## config.mk

```make
export PLATFORM = sky130hd
export DESIGN_NAME = aud_i2s_player
export DESIGN_NICKNAME = d
export VERILOG_FILES = /design/src/rtl/aud_pkg.sv /design/src/rtl/aud_lrclk_edge.sv /design/src/rtl/aud_i2s_player.sv
export SDC_FILE = /design/constraint.sdc
export NUM_CORES = 1
export LEC_CHECK = 0
export ABC_AREA = 1
export BUFFER_PORTS_ARGS = -buffer_cell sky130_fd_sc_hd__buf_2
export CAP_MARGIN = 25
export CORE_MARGIN = 3
export CORE_UTILIZATION = 54
export DETAILED_ROUTE_END_ITERATION = 7
export MAX_ROUTING_LAYER = met4
export PLACE_DENSITY_LB_ADDON = 0.1
export SETUP_SLACK_MARGIN = 0.15
export SLEW_MARGIN = 10
export SYNTH_ARGS = -nofsm -noshare
export SYNTH_HDL_FRONTEND = slang
export SYNTH_SLANG_ARGS = --single-unit
export TNS_END_PERCENT = 5
```

## constraint.sdc

```tcl
create_clock -name i_clk -period 2 [get_ports i_clk]
set_input_delay 0 -clock i_clk [delete_from_list [all_inputs] [get_ports i_clk]]
set_output_delay 0 -clock i_clk [all_outputs]
set_load 0.05 [all_outputs]
```

## src/rtl/aud_pkg.sv

```systemverilog
// Shared types and sizing for the audio DAC serializer path.
package aud_pkg;

    typedef enum logic [1:0] {
        IDLE = 2'd0,
        ARM  = 2'd1,
        SEND = 2'd2,
        PAD  = 2'd3
    } aud_i2s_state_e;

    localparam int AUD_WORD_W = 16;

    function automatic int aud_cnt_width(input int word_w);
        return $clog2(word_w);
    endfunction

    localparam int AUD_CNT_W = aud_cnt_width(AUD_WORD_W);

endpackage

```

## src/rtl/aud_lrclk_edge.sv

```systemverilog
// Detects LR clock transitions in the bit-clock domain; edges are valid
// combinationally on the first bit-clock edge that samples the new level.
module aud_lrclk_edge (
    input  logic i_clk,
    input  logic i_daclrck,
    input  logic i_lrclk,
    output logic o_left_edge,
    output logic o_right_edge
);

    logic lrclk_r;
    logic edge_any;

    always_ff @(posedge i_clk or posedge i_daclrck) begin
        if (i_daclrck) begin
            lrclk_r <= 1'b0;
        end else begin
            lrclk_r <= i_lrclk;
        end
    end

    assign edge_any     = i_lrclk ^ lrclk_r;
    assign o_left_edge  = edge_any & ~i_lrclk;
    assign o_right_edge = edge_any & i_lrclk;

endmodule

```

## src/rtl/aud_i2s_player.sv

```systemverilog
// I2S serializer for the WM8731 DAC line: MSB-first, one BCLK after LRCK.
// Define AUD_PLAYER_RIGHT_DUP_EN to repeat the left sample on the right channel.
module aud_i2s_player
    import aud_pkg::*;
#(
    parameter int DATA_W = AUD_WORD_W
) (
    input  logic              i_clk,
    input  logic              i_daclrck,
    input  logic              i_lrclk,
    input  logic              i_en,
    input  logic [DATA_W-1:0] i_dac_data,
    output logic              o_aud_dacdat,
    output logic              o_sample_req,
    output logic              o_busy,
    output aud_i2s_state_e    o_state
);

    localparam int CNT_W = aud_cnt_width(DATA_W);

`ifdef AUD_PLAYER_RIGHT_DUP_EN
    localparam bit RIGHT_DUP = 1'b1;
`else
    localparam bit RIGHT_DUP = 1'b0;
`endif

    aud_i2s_state_e    state;
    logic [DATA_W-1:0] shift_r;
    logic [DATA_W-1:0] hold_r;
    logic [CNT_W-1:0]  cnt_r;
    logic              req_d;
    logic              left_edge;
    logic              right_edge;
    logic              start;
    logic [DATA_W-1:0] load_word;

    aud_lrclk_edge u_edge (
        .i_clk       (i_clk),
        .i_daclrck   (i_daclrck),
        .i_lrclk     (i_lrclk),
        .o_left_edge (left_edge),
        .o_right_edge(right_edge)
    );

    // A word only starts on a left edge from ARM; once running, either edge
    // restarts the shifter, which also cuts short a word on a short frame.
    always_comb begin
        start     = 1'b0;
        load_word = '0;
        if (state == ARM) begin
            start = left_edge;
        end else if (state == SEND || state == PAD) begin
            start = left_edge | right_edge;
        end
        if (left_edge) begin
            load_word = i_dac_data;
        end else if (RIGHT_DUP) begin
            load_word = hold_r;
        end
    end

    // o_sample_req is a one-cycle strobe with no back-pressure: the held
    // sample was consumed, so upstream may present the next one.
    always_ff @(posedge i_clk or posedge i_daclrck) begin
        if (i_daclrck) begin
            state        <= IDLE;
            shift_r      <= '0;
            hold_r       <= '0;
            cnt_r        <= '0;
            req_d        <= 1'b0;
            o_aud_dacdat <= 1'b0;
            o_sample_req <= 1'b0;
            o_busy       <= 1'b0;
        end else if (!i_en) begin
            state        <= IDLE;
            shift_r      <= '0;
            cnt_r        <= '0;
            req_d        <= 1'b0;
            o_aud_dacdat <= 1'b0;
            o_sample_req <= 1'b0;
            o_busy       <= 1'b0;
        end else begin
            o_sample_req <= req_d;
            req_d        <= 1'b0;
            if (start) begin
                shift_r      <= load_word;
                o_aud_dacdat <= load_word[DATA_W-1];
                cnt_r        <= CNT_W'(DATA_W - 1);
                state        <= SEND;
                o_busy       <= 1'b1;
                if (left_edge) begin
                    hold_r <= i_dac_data;
                    req_d  <= 1'b1;
                end
            end else begin
                case (state)
                    IDLE: begin
                        state        <= ARM;
                        cnt_r        <= '0;
                        o_aud_dacdat <= 1'b0;
                        o_busy       <= 1'b0;
                    end
                    ARM: begin
                        o_aud_dacdat <= 1'b0;
                        o_busy       <= 1'b0;
                    end
                    SEND: begin
                        if (cnt_r == '0) begin
                            state        <= PAD;
                            o_aud_dacdat <= 1'b0;
                            o_busy       <= 1'b0;
                        end else begin
                            shift_r      <= shift_r << 1;
                            o_aud_dacdat <= shift_r[DATA_W-2];
                            cnt_r        <= cnt_r - 1'b1;
                        end
                    end
                    PAD: begin
                        o_aud_dacdat <= 1'b0;
                        o_busy       <= 1'b0;
                    end
                    default: begin
                        state        <= IDLE;
                        o_aud_dacdat <= 1'b0;
                        o_busy       <= 1'b0;
                    end
                endcase
            end
        end
    end

    assign o_state = state;

endmodule

```

==> impl_results.md <==
- Status: completed
- Fin. Hold Viols: 0
- Netlist Area Pre-Place: approximately 1400 um^2
- Gr usage total: a little over a fifth
- Core Util, Final: 69.9%
- Antenna Cells: 0
- Core ar.: between 2000 and 2500 um^2
- Power Density: between 1000 and 1500 nW/um^2
- Pint: roughly 1.1 mW
- WL per Instance: between 10 and 15 um
- Commonest cells in the synthesized netlist: 86 x nand2_1, 26 x dfrtp_1, 18 x nand3_1
- Vias in the first global route: between 1,000 and 1,500
- Post-synth ARST share: 100%
- CTS Buf Count: 3
- Synthesis-stage register bit count: 26
- Flop2flop setup slack: between 0.2 and 0.3 ns
- Ports: 25
- Post-route setup TNS: 0 ns
- FP Rows: 17
- Syn avg cell area: ~7.5 um^2
- Fraction of layout cells with a size suffix above 1: between 10% and 20%
- Critical setup path kind: primary input to register
- Reg2reg path depth: 8
- Final min period: 1.73 ns
- DIE HEIGHT: 56.7 um
- CP startpoint: i_lrclk
- Final setup vio count: 0
- Post-DRT Antenna Nets: 0
- Syn Inst Count: 186
- Synthesis Warnings: 0
- TritonCTS Sinks: 26
- Final WL: about 3.2 mm
- Max Cap Viol: 0
- Sw Share: 44.5%
- Gate power share: between 40% and 50%
- Pre-CTS WS: between 0.2 and 0.3 ns
- Crit-path max FO: 22
- Hold Path Origin: i_dac_data[9]
- Hold Path Stages: 5
- Gr ovfl total: 0
- Slew headroom: 77.0%
- First-pass GRT wire length: around 5.6 mm
- Initial DRC Count: 49
- Synth top area share: a little under half
- Die Area: about 3200 um^2
- Most frequent cell after synthesis: nand2_1
- Drt pass-1 iters: 5
- Worst r2r dst: cnt_r[0]
- Initial Util: about 60%
- Max Slew Vio Count: 0
- Sw Pwr: roughly 0.86 mW
- Detailed placement HPWL: between 2 and 2.5 mm
- LEAKAGE: ~0.95 nW
- Total number of vias: 1,308
- Fin Clk Skew: about 0.010 ns
- PnR worst setup slack: between 0.2 and 0.3 ns
- Worst slew pin tran: between 0.3 and 0.4 ns
- Syn Nets: roughly 210
- Hold EP: shift_r[9]
- Layout area overhead: 16.7%
- Max clock buf depth: 2
- Clock-pin slew on the worst setup and hold paths: 0.16 ns
- H-tree Lvls: 1
- Largest net degree at the start of global routing: 27
- Max Clock Freq: around 0.58 GHz
- Ys flop type: dfrtp_1
- CTS tree: built
- FF-to-FF Start: u_edge.lrclk_r
- CP Data Required Time: roughly 2.3 ns
- Nature of the critical path startpoint: primary input
- Die width: 56.7 um
- Initial antenna violation count: 0
- Clock network power share: between 10% and 20%
- Top cells by area, synth: dfrtp_1 47%, nand2_1 23%, nand3_1 6.5%
- GPL Wtd Cong: 0.858
- Vias per cell: 5.43
- Root buf cell: clkbuf_4
- Seq pwr share: about 37%
- CP Capture Type: register
- Final Total Pwr: 1.94 mW
- Post-synth EDFFs: 0
- Leading area contributor after synthesis: dfrtp_1
- Synth unique cells: 20
- RSZ-0062 raised after global routing: no
- Drt drc: 0
- Clk_lat worst skew: 0.33 ns
- Period utilization: 86.3%
- Nets: about 240
- Min-delay worst type: primary input to register
- Port buffer count: 24
- Max IR drop VDD: about 1100 uV
- CP Data Arrival Time: 2.01 ns
- Post-synthesis sequential area ratio: around 47%
[timing repair]
action                                  in CTS  in global routing
hold buffers                                 4                  0
endpoints found under the hold margin       29                  0
gates resized for setup                      0                  2
buffers inserted                             0                  0
endpoints found under the setup margin       0                  2
[flip-flops by register name, summed over array words and instances, names as in the netlist]
name and cells:
o_busy 1, cnt_r 4, o_state 2, shift_r 15, u_edge.lrclk_r 1, o_sample_req 1
req_d 1, o_aud_dacdat 1
[power groups by stage]
stage / Combinational [mW] / Clock, mW / Sequential (mW)
3_3_place_gp: 0.806 / 0 / 0.709
5_1_grt: 0.946 / 0.400 / 0.720
2_1_floorplan: 0.593 / 0 / 0.783
4_1_cts: 0.847 / 0.376 / 0.704
6_report: 0.860 / 0.370 / 0.709
3_5_place_dp: 0.833 / 0 / 0.714
[cells in the final DEF, fill, tap and decap left out, drive strengths merged]
cell	count
ha	3
dfrtp	26
nor2	3
nor3b	1
o21ai	4
inv	13
nand2	90
buf	28
a21oi	4
bufinv	1
nand4	14
nand3	18
dlygate4sd3	4
clkbuf	3
xnor2	1
[through the flow]
stage	hold WS (ns)	cells	instance area, um^2
floorplan	0.0314	186	1390
detailed placement	0.0788	233	1530
finish	0.0348	241	1620
global route	0.0368	241	1620
CTS	0.0266	241	1620
global placement	0.0620	233	1530
[cell families (layout without fill, tap and decap cells)]
group	Yosys count	count (layout)	share of synthesized area [%]
simple gates	126	126	39.9
flops	26	26	46.8
buf+inv	22	49	7.03
compound gates	8	8	2.88
fa+ha+maj	3	3	2.70
xor+xnor	1	1	0.631
[final cells by class]
cell class,instances,area (um^2)
multi-input combinational,138,641
inverter,13,51.3
clock inverter,1,30.0
fill,199,698
tap,28,35.0
timing repair buffer,32,190
sequential,26,651
clock buffer,3,22.5
[worst max-delay path by stage]
stage                 endpoint  slack (ns)
floorplan           shift_r[1]        0.37
global placement    shift_r[8]        0.39
detailed placement  shift_r[3]        0.28
CTS                 shift_r[3]        0.25
global route          cnt_r[0]        0.17
finish                cnt_r[0]        0.27
[per-layer routing]
metal / up-vias / share of wire, % / wire (um) / global-route usage [%]
met5: - / 0 / 0 / -
met4: 0 / 0 / 0 / 5.08
met3: 0 / 5.9 / 190 / 2.53
met2: 57 / 49 / 1570 / 35.8
met1: 595 / 46 / 1470 / 29.3
li1: 656 / - / - / -
[critical path, cell delays in order]
cell           delay, ns
dlygate4sd3_1       0.53
buf_2               0.13
inv_1               0.05
ha_1                0.16
nand2_1             0.07
nand2_2             0.25
nand2_2             0.10
buf_4               0.23
a21oi_1             0.32
nand2_1             0.09
nand2_1             0.07
(Power assumes the default switching activity.)
